==> config.mk <==
export PLATFORM = sky130hd
export DESIGN_NAME = fwd_hazard_ctrl
export DESIGN_NICKNAME = d
export VERILOG_FILES = /design/src/rtl/fwd_hazard_ctrl.sv
export SDC_FILE = /design/constraint.sdc
export NUM_CORES = 1
export LEC_CHECK = 0
export BUFFER_PORTS_ARGS = -buffer_cell sky130_fd_sc_hd__buf_2
export CORE_AREA = 2 2 97 99
export CTS_CLUSTER_DIAMETER = 200
export DETAILED_ROUTE_END_ITERATION = 8
export DIE_AREA = 0 0 99 101
export GPL_ROUTABILITY_DRIVEN = 0
export PLACE_DENSITY = 0.68
export SYNTH_ARGS = -nofsm -noshare
export SYNTH_HDL_FRONTEND = slang
export SYNTH_SLANG_ARGS = --single-unit
==> constraint.sdc <==
create_clock -name i_clk -period 3 [get_ports i_clk]
set_input_delay 0.15 -clock i_clk [delete_from_list [all_inputs] [get_ports i_clk]]
set_output_delay 0.15 -clock i_clk [all_outputs]
set_load 0.05 [all_outputs]
==> src/rtl/fwd_hazard_ctrl.sv <==
// fwd_hazard_ctrl: EX-stage operand forwarding plus load-use / multiply hazard control
// for the 5-stage pipeline. Sits beside the ID/EX register.
// Optional statistics counters are built when FWD_HAZARD_STATS_EN is defined.
module fwd_hazard_ctrl #(
    parameter int DATA_W  = 32,
    parameter int REG_AW  = 5,
    parameter int NUM_SRC = 2,
    parameter int MUL_LAT = 3
) (
    input  logic                        i_clk,
    input  logic                        i_reset,
    input  logic [NUM_SRC*REG_AW-1:0]   i_id_src,
    input  logic [NUM_SRC-1:0]          i_id_src_used,
    input  logic [NUM_SRC*REG_AW-1:0]   i_ex_src,
    input  logic [NUM_SRC*DATA_W-1:0]   i_ex_rf_data,
    input  logic                        i_ex_valid,
    input  logic [REG_AW-1:0]           i_ex_dst,
    input  logic                        i_ex_wen,
    input  logic                        i_ex_is_load,
    input  logic                        i_ex_is_mul,
    input  logic [REG_AW-1:0]           i_mem_dst,
    input  logic                        i_mem_wen,
    input  logic                        i_mem_is_load,
    input  logic [DATA_W-1:0]           i_mem_result,
    input  logic [REG_AW-1:0]           i_wb_dst,
    input  logic                        i_wb_wen,
    input  logic [DATA_W-1:0]           i_wb_data,
    input  logic                        i_pipe_flush,
    output logic [NUM_SRC*DATA_W-1:0]   o_fwd_data,
    output logic [NUM_SRC*2-1:0]        o_fwd_sel,
    output logic                        o_stall_if,
    output logic                        o_stall_id,
    output logic                        o_stall_ex,
    output logic                        o_bubble_ex,
    output logic                        o_mul_busy
`ifdef FWD_HAZARD_STATS_EN
    ,
    output logic [31:0]                 o_stat_fwd_mem,
    output logic [31:0]                 o_stat_fwd_wb,
    output logic [31:0]                 o_stat_loaduse,
    output logic [31:0]                 o_stat_mulstall
`endif
);

    typedef enum logic [1:0] {
        S_IDLE     = 2'd0,
        S_MUL_BUSY = 2'd1,
        S_MUL_DONE = 2'd2
    } state_t;

    localparam int CNT_W = $clog2(MUL_LAT + 1);
    // Busy phase lasts MUL_LAT-1 cycles; the done cycle supplies the last EX cycle.
    localparam logic [CNT_W-1:0] CNT_LOAD  = (MUL_LAT > 1) ? CNT_W'(MUL_LAT - 2) : '0;
    localparam bit               MUL_MULTI = (MUL_LAT > 1);

    localparam logic [1:0] SEL_RF  = 2'b00;
    localparam logic [1:0] SEL_WB  = 2'b01;
    localparam logic [1:0] SEL_MEM = 2'b10;

    state_t             r_state;
    logic [CNT_W-1:0]   r_cnt;

    logic [NUM_SRC-1:0] w_hit_mem;
    logic [NUM_SRC-1:0] w_hit_wb;
    logic [NUM_SRC-1:0] w_lu_hit;
    logic               w_busy;
    logic               w_kill;
    logic               w_lu;

    // Per-source forwarding muxes and load-use address compares.
    for (genvar g = 0; g < NUM_SRC; g++) begin : g_src
        logic [REG_AW-1:0] w_addr;
        logic [REG_AW-1:0] w_id_addr;

        assign w_addr    = i_ex_src[g*REG_AW +: REG_AW];
        assign w_id_addr = i_id_src[g*REG_AW +: REG_AW];

        // A load in MEM is never a forwarding source: its data is not ready yet.
        assign w_hit_mem[g] = i_mem_wen & ~i_mem_is_load & (i_mem_dst != '0) & (i_mem_dst == w_addr);
        assign w_hit_wb[g]  = i_wb_wen & (i_wb_dst != '0) & (i_wb_dst == w_addr);
        assign w_lu_hit[g]  = i_id_src_used[g] & (w_id_addr == i_ex_dst);

        // Operand select with MEM > WB > regfile priority.
        always_comb begin
            o_fwd_sel[g*2 +: 2]           = SEL_RF;
            o_fwd_data[g*DATA_W +: DATA_W] = i_ex_rf_data[g*DATA_W +: DATA_W];
            if (w_hit_mem[g]) begin
                o_fwd_sel[g*2 +: 2]           = SEL_MEM;
                o_fwd_data[g*DATA_W +: DATA_W] = i_mem_result;
            end else if (w_hit_wb[g]) begin
                o_fwd_sel[g*2 +: 2]           = SEL_WB;
                o_fwd_data[g*DATA_W +: DATA_W] = i_wb_data;
            end
        end
    end

    // Stall/bubble decode: busy stall from state, load-use from EX/ID compare; reset and flush mask all.
    always_comb begin
        w_kill      = i_reset | i_pipe_flush;
        w_busy      = (r_state == S_MUL_BUSY);
        // A combined load+mul is treated as a multiply, so it never raises load-use.
        w_lu        = ~w_busy & i_ex_valid & i_ex_wen & i_ex_is_load & ~i_ex_is_mul &
                      (i_ex_dst != '0) & (|w_lu_hit);
        o_stall_ex  = w_busy & ~w_kill;
        o_bubble_ex = w_lu & ~w_kill;
        o_stall_if  = o_stall_ex | o_bubble_ex;
        o_stall_id  = o_stall_ex | o_bubble_ex;
        o_mul_busy  = w_busy;
    end

    // Multiply stall FSM with latency counter; flush and reset abort to IDLE.
    always_ff @(posedge i_clk) begin
        if (i_reset || i_pipe_flush) begin
            r_state <= S_IDLE;
            r_cnt   <= '0;
        end else begin
            case (r_state)
                S_IDLE: begin
                    if (MUL_MULTI && i_ex_valid && i_ex_is_mul) begin
                        r_state <= S_MUL_BUSY;
                        r_cnt   <= CNT_LOAD;
                    end
                end
                S_MUL_BUSY: begin
                    if (r_cnt == '0) begin
                        r_state <= S_MUL_DONE;
                    end else begin
                        r_cnt <= r_cnt - 1'b1;
                    end
                end
                // The multiply leaves EX this cycle; ex_is_mul still shows it, so no restart here.
                S_MUL_DONE: begin
                    r_state <= S_IDLE;
                end
                default: begin
                    r_state <= S_IDLE;
                    r_cnt   <= '0;
                end
            endcase
        end
    end

`ifdef FWD_HAZARD_STATS_EN
    logic [31:0] r_stat_fwd_mem;
    logic [31:0] r_stat_fwd_wb;
    logic [31:0] r_stat_loaduse;
    logic [31:0] r_stat_mulstall;

    // Saturating event counters for performance analysis.
    always_ff @(posedge i_clk) begin
        if (i_reset) begin
            r_stat_fwd_mem  <= '0;
            r_stat_fwd_wb   <= '0;
            r_stat_loaduse  <= '0;
            r_stat_mulstall <= '0;
        end else begin
            if (i_ex_valid && (|w_hit_mem) && (r_stat_fwd_mem != '1))
                r_stat_fwd_mem <= r_stat_fwd_mem + 32'd1;
            if (i_ex_valid && (|(w_hit_wb & ~w_hit_mem)) && (r_stat_fwd_wb != '1))
                r_stat_fwd_wb <= r_stat_fwd_wb + 32'd1;
            if (o_bubble_ex && (r_stat_loaduse != '1))
                r_stat_loaduse <= r_stat_loaduse + 32'd1;
            if (w_busy && (r_stat_mulstall != '1))
                r_stat_mulstall <= r_stat_mulstall + 32'd1;
        end
    end

    assign o_stat_fwd_mem  = r_stat_fwd_mem;
    assign o_stat_fwd_wb   = r_stat_fwd_wb;
    assign o_stat_loaduse  = r_stat_loaduse;
    assign o_stat_mulstall = r_stat_mulstall;
`endif

endmodule

==> out/qor.yml, run 1 <==
run_status:
  status: "finished clean"
drt:
  drt_first_iter_violations: 44
  postRouteAntennaNets: 0
  first_pass_iters: 4
  vias: 3143
  wl_per_cell_um: 15.00
  via_per_inst: 4.850
  remaining_drc_errors: 0
  wl_um: 9720
timing:
  setup_tns_ns: 0
  final.setup.worst_slack_ns: 0.4083
  tightest_slew_ns: 0.6401
  drv_slew: 0
  hold_viol: 0
  period_needed_ns: 2.592
  setup_viol: 0
  max-slew-margin-rel: 0.5732
  skew_ns: 0.001250
  grt_setup_unrepaired: "false"
  finalCritPeriodShare: 0.8639
  maxClockFrequency_mhz: 385.9
clock_network:
  insertion_delay_ns: 0.21
  clk_pin_slew_ns: 0.03
  cts.sinks: 4
  cts_tree: "yes"
  ctsHoldBuffers: 0
  cts_htree_levels: 1
  cts_setup_buffers: 0
  root_buffer: "clkbuf_8"
  cts_buffer_depth: 2
  cts.repair.resized: 0
  cts_buffers: 3
global_routing:
  grt_pass1_wl_um: 14550
  antenna_found_initial: 0
  grt_use_total: 0.1768
  overflow: 0
  grt_start_max_net_pins: 51
  grt_pass1_vias: 3034
worst_setup_path:
  crit_path_start_kind: "input port"
  cpPeakStageDelay_ns: 0.48
  crit_fanout: 14
  required_ns: 2.85
  crit_chain: "buf_2, and2b_2, a2111oi_0, and4_2, buf_4, mux2_2, mux2_2, buf_2"
  worstSetupEndpointType: "output port"
  cp_slowest_cell: "a2111oi_0"
  critPathKind: "input port to output port"
  arrival_ns: 2.44
hold_path:
  hp-class: "input port to flop"
die:
  core_mm2: 0.008977
  die_h_um: 101
  die_w_um: 99
  rows: 35
  start_util: 0.2468
  ios: 248
  dieArea_mm2: 0.009999
final_layout:
  drive_gt1_frac: 0.6127
  nets: 715
  utilization: 0.3990
  area_growth_pct: 61.66
  fin_cells: 648
  fillers: 976
  final_common_cell: "buf_2"
  antenna_cells: 0
  layout_common_cells: "buf_2 (247), nand2_1 (68), nor2_1 (36), mux2_2 (35), a31oi_1 (32)"
pwr:
  seq_power_share: 0.072
  p_per_area_mw_per_mm2: 217.5
  p_int_uw: 371.9
  clkPwrFrac: 0.142
  power.switching_uw: 407.2
  swShare: 0.5227
  leakage_uw: 0.001894
  combinationalPowerShare: 0.787
  peakVddDrop_mv: 0.2069
  total_power_uw: 779.1
synthesis:
  avgSynthCellArea_um2: 7.362
  ys_async_sr_fraction: 0
  ys_seq_area_frac: 0.03614
  yosys.area.top_type_share: 0.2033
  synth_area_mm2: 0.002216
  ys_seq_elements: 4
  synthCells: 301
  synth_top_cell_by_area: "mux2_4"
  ys_warn_count: 0
  synthDistinctLibCells: 42
  yosys-top-cells-area: "mux2_4 (20%), mux2_2 (18%), nand2_1 (12%)"
  synth_ff_type: "dfxtp_1"
  syn_nets: 477
  synth-edff-count: 0
placed_design:
  place_inst: 645
  pre_cts_slack_ns: 0.4037
  dp_hpwl_um: 8407
  portBuffers: 247
flow_run:
  drv_cap: 0
## worst max-delay path: cells and delay by family
kind / cells / cell delay (ns)
AND/OR/NAND/NOR: 2 / 0.57
multiplexers: 2 / 0.62
buffers and inverters: 3 / 0.60
AO/OA/AOI/OAI: 1 / 0.48
## through the flow
stage / area [µm²] / hold WS, ns
2_1_floorplan: 2216 / 0.2261
3_3_place_gp: 3541 / 0.3710
3_5_place_dp: 3541 / 0.3697
4_1_cts: 3582 / 0.1463
5_1_grt: 3582 / 0.1598
6_report: 3582 / 0.1521
## flip-flops by register name, indices dropped and copies added, names as in the netlist
| signal | flops |
|---|---|
| r_cnt | 2 |
| r_state | 2 |
## power by group through the flow
stage | combinational, µW | sequential [µW] | clock (µW)
after global placement | 606 | 56.3 | 0
after CTS | 616 | 55.7 | 113
after global routing | 650 | 55.9 | 116
after floorplan | 390 | 56.2 | 0
after detailed placement | 614 | 56.4 | 0
final | 613 | 55.7 | 110
## synth_stat cells, types with 2 or more instances
| library cell | number |
|---|---|
| nand2_1 | 68 |
| nand4_1 | 2 |
| a21oi_1 | 3 |
| nor2b_1 | 4 |
| nand3_1 | 3 |
| nand2b_1 | 4 |
| dfxtp_1 | 4 |
| nor2_1 | 36 |
| xnor2_1 | 17 |
| buf_2 | 3 |
| mux2_4 | 30 |
| buf_12 | 3 |
| mux2_2 | 35 |
| a31oi_1 | 32 |
| buf_1 | 3 |
| or4_1 | 3 |
| inv_1 | 4 |
| clkbuf_1 | 11 |
| nor3_1 | 5 |
| xor2_1 | 9 |
## layer usage
layer / global-route usage / wire length [µm]
met4: 0.04004 / 117
met1: 0.2123 / 3826
met3: 0.03467 / 898
met5: 0 / 0
met2: 0.3243 / 4878
## worst paths after layout
kind | start | endpoint | slack, ns | cells past startpoint
setup / recovery | i_wb_dst[1] | o_fwd_data[0] | 0.41 | 8
hold / removal | i_pipe_flush | r_state[0]$_SDFFE_PN0P_ | 0.15 | 2
setup reg to reg | r_cnt[0]$_SDFFE_PN0P_ | r_cnt[0]$_SDFFE_PN0P_ | 1.72 | 6
hold reg to reg | r_state[1]$_SDFFE_PN0P_ | r_state[0]$_SDFFE_PN0P_ | 0.52 | 1
## cells by family (layout without fill, tap and decap cells)
group                    after synthesis  count (layout)  synth area share
multiplexers                          66              66            0.3857
adder cells (fa/ha/maj)                1               1          0.005646
AO/OA/AOI/OAI                         42              42            0.1220
XOR/XNOR                              26              26            0.1028
AND/OR/NAND/NOR                      136             136            0.2750
flip-flops                             4               4           0.03614
buffers and inverters                 26             262           0.07284
## layout make-up
cell class	count	area (µm²)	share of cell area
clock buffer	3	41.29	0.01153
inverter	4	15.01	0.004191
multi-input combinational	271	1986	0.5543
sequential	4	80.08	0.02235
tap	111	138.9	0.03877
timing repair buffer	255	1321	0.3688
Note: power is estimated with default switching activity, not from simulation.
==> inputs of run 2 (changes only) <==
--- a/config.mk
+++ b/config.mk
@@ -6,12 +6,12 @@
 export NUM_CORES = 1
 export LEC_CHECK = 0
 export BUFFER_PORTS_ARGS = -buffer_cell sky130_fd_sc_hd__buf_2
-export CORE_AREA = 2 2 97 99
+export CORE_AREA = 2 2 96 98
 export CTS_CLUSTER_DIAMETER = 200
 export DETAILED_ROUTE_END_ITERATION = 8
-export DIE_AREA = 0 0 99 101
+export DIE_AREA = 0 0 98 100
 export GPL_ROUTABILITY_DRIVEN = 0
-export PLACE_DENSITY = 0.68
+export PLACE_DENSITY = 0.69
 export SYNTH_ARGS = -nofsm -noshare
 export SYNTH_HDL_FRONTEND = slang
 export SYNTH_SLANG_ARGS = --single-unit
==> constraint.sdc (replaced) <==
create_clock -name i_clk -period 2.9 [get_ports i_clk]
set_input_delay 0.145 -clock i_clk [delete_from_list [all_inputs] [get_ports i_clk]]
set_output_delay 0.145 -clock i_clk [all_outputs]
set_load 0.05 [all_outputs]
==> run 2 against run 1 <==
  * Sequential power up 3%
  * Global-route usage down 0.12 points
  * Worst setup slack worse by 0.11 ns
  * Hold slack worse by 0.0099 ns
  * Register-to-register slack worse by 0.10 ns
  * Non-clock buffer count down 1
  * Critical path type unchanged
  * Cell count down 0.15%
  * Flip-flop and latch count unchanged
  * First-iteration DRC count up 100%
  * Largest power group unchanged
==> out/qor.yml, run 2 (synthesis results as in run 1) <==
run_status:
  status: "finished clean"  # unchanged
clock_network:
  cts_setup_buffers: 0  # unchanged
  ctsHoldBuffers: 0  # unchanged
  cts_buffer_depth: 2  # unchanged
  cts_tree: "yes"  # unchanged
  cts.repair.resized: 0  # unchanged
  clk_pin_slew_ns: 0.03  # about the same
  cts.sinks: 4  # unchanged
  insertion_delay_ns: 0.22  # was 0.21 ns
  root_buffer: "clkbuf_8"  # unchanged
  cts_buffers: 3  # unchanged
  cts_htree_levels: 1  # unchanged
final_layout:
  layout_common_cells: "buf_2 (247), nand2_1 (68), nor2_1 (36), mux2_2 (35), a31oi_1 (32)"  # unchanged
  largestRegisters: "r_cnt x2, r_state x2"  # unchanged
  antenna_cells: 0  # unchanged
  drive_gt1_frac: 0.6119  # was 0.6127
  area_growth_pct: 61.32  # was 61.66%
  multiInputGateArea_mm2: 0.001986  # unchanged
  utilization: 0.4021  # was 0.3990
  nets: 714  # was 715
  fin_cells: 647  # was 648
  fillers: 937  # was 976
  regArea_um2: 80.08  # unchanged
  final_common_cell: "buf_2"  # unchanged
worst_setup_path:
  arrival_ns: 2.45  # was 2.44 ns
  crit_fanout: 13  # was 14
  cpPeakStageDelay_ns: 0.48  # about the same
  crit_buf_inv: 3  # unchanged
  cpLargestDelayFamily: "buffers and inverters"  # was multiplexers
  crit_path_start_kind: "input port"  # unchanged
  r2r_slack_ns: 1.62  # was 1.72 ns
  cp_slowest_cell: "a2111oi_0"  # unchanged
  crit_chain: "buf_2, and2b_2, a2111oi_0, and4_2, buf_4, mux2_2, mux2_2, buf_2"  # unchanged
  required_ns: 2.76  # was 2.85 ns
  critPathKind: "input port to output port"  # unchanged
  worstSetupEndpointType: "output port"  # unchanged
die:
  die_h_um: 100  # was 101 µm
  start_util: 0.2493  # was 0.2468
  die_w_um: 98  # was 99 µm
  ios: 248  # unchanged
  rows: 35  # unchanged
  core_mm2: 0.008890  # was 0.008977 mm²
  dieArea_mm2: 0.009800  # was 0.009999 mm²
placed_design:
  dp_hpwl_um: 7854  # was 8407 µm
  portBuffers: 247  # unchanged
  place_inst: 644  # was 645
global_routing:
  antenna_found_initial: 0  # unchanged
  overflow: 0  # unchanged
  grt_pass1_wl_um: 14300  # was 14550 µm
  grt_start_max_net_pins: 57  # was 51
  grt_use_total: 0.1756  # was 0.1768
  grt_pass1_vias: 2997  # was 3034
pwr:
  peakVddDrop_mv: 0.1803  # was 0.2069 mV
  p_per_area_mw_per_mm2: 226.3  # was 217.5 mW/mm²
  leakage_uw: 0.001890  # was 0.001894 µW
timing:
  setup_tns_ns: 0  # unchanged
  skew_ns: 0.0006520  # was 0.001250 ns
  finalCritPeriodShare: 0.8965
  period_needed_ns: 2.600
  drv_slew: 0  # unchanged
  maxClockFrequency_mhz: 384.6
  grt_setup_unrepaired: "false"  # unchanged
  max-slew-margin-rel: 0.5428  # was 0.5732
  tightest_slew_ns: 0.6858  # was 0.6401 ns
  setup_viol: 0  # unchanged
  hold_viol: 0  # unchanged
hold_path:
  hp-class: "input port to flop"  # unchanged
drt:
  postRouteAntennaNets: 0  # unchanged
  first_pass_iters: 4  # unchanged
  wl_per_cell_um: 14.32  # was 15.00 µm
  drt_first_iter_violations: 88  # was 44
  wl_um: 9264  # was 9720 µm
  remaining_drc_errors: 0  # unchanged
  vias: 3147  # was 3143
  via_per_inst: 4.864  # was 4.850
flow_run:
  drv_cap: 0  # unchanged
==> run 2: changes by cell type in the layout (fill, tap and decap cells not counted), sizes merged <==
cell,change
buf,-1
==> run 2: layer usage <==
| layer | wire (µm) | global-route usage | share of wire | vias to the layer above |
|---|---|---|---|---|
| met1 | 3506 | 0.1941 | 0.38 | 1445 |
| met2 | 4921 | 0.3498 | 0.53 | 159 |
| met4 | 123 | 0.04487 | 0.013 | 0 |
| li1 | - | - | - | 1533 |
| met5 | 0 | 0 | 0 | - |
| met3 | 712 | 0.02368 | 0.077 | 10 |
==> run 2: cell type report <==
class / instances / area share
timing repair buffer: 254 / 0.3675
clock buffer: 3 / 0.01155
multi-input combinational: 271 / 0.5555
sequential: 4 / 0.02240
inverter: 4 / 0.004200
tap: 111 / 0.03885
==> run 2: report_power, final <==
group / total (µW) / switching [µW] / internal (µW)
combinational: 630 / 390 / 240
sequential: 57.6 / 1.12 / 56.5
clock: 122 / 32.8 / 88.8
==> run 2: worst reg2reg max path, cell delays in order (launching register included) <==
cell      delay, ns
dfxtp_1        0.31
inv_1          0.06
ha_1           0.20
nand2b_1       0.07
a21oi_1        0.23
mux2i_1        0.23
nor3_1         0.06
==> run 2: path summary, 6_finish.rpt <==
| kind | startpoint | to | depth (start not counted) |
|---|---|---|---|
| worst max register to register | r_cnt[0]$_SDFFE_PN0P_ | r_cnt[0]$_SDFFE_PN0P_ | 6 |
| worst max-delay path | i_wb_dst[1] | o_fwd_data[31] | 8 |
| worst min register to register | r_state[1]$_SDFFE_PN0P_ | r_state[0]$_SDFFE_PN0P_ | 1 |
| worst min-delay path | i_reset | r_state[0]$_SDFFE_PN0P_ | 2 |
==> run 2: metrics by stage <==
| stage | total power [µW] | cell area, µm² | hold slack, ns | setup slack [ns] |
|---|---|---|---|---|
| 5_1_grt | 854.8 | 3575 | 0.1513 | 0.2077 |
| 4_1_cts | 813.8 | 3575 | 0.1382 | 0.2913 |
| 2_1_floorplan | 461.8 | 2216 | 0.2211 | 0.1199 |
| 6_report | 809.0 | 3575 | 0.1422 | 0.3001 |
| 3_5_place_dp | 689.2 | 3533 | 0.3698 | 0.2794 |
| 3_3_place_gp | 678.7 | 3533 | 0.3657 | 0.2972 |
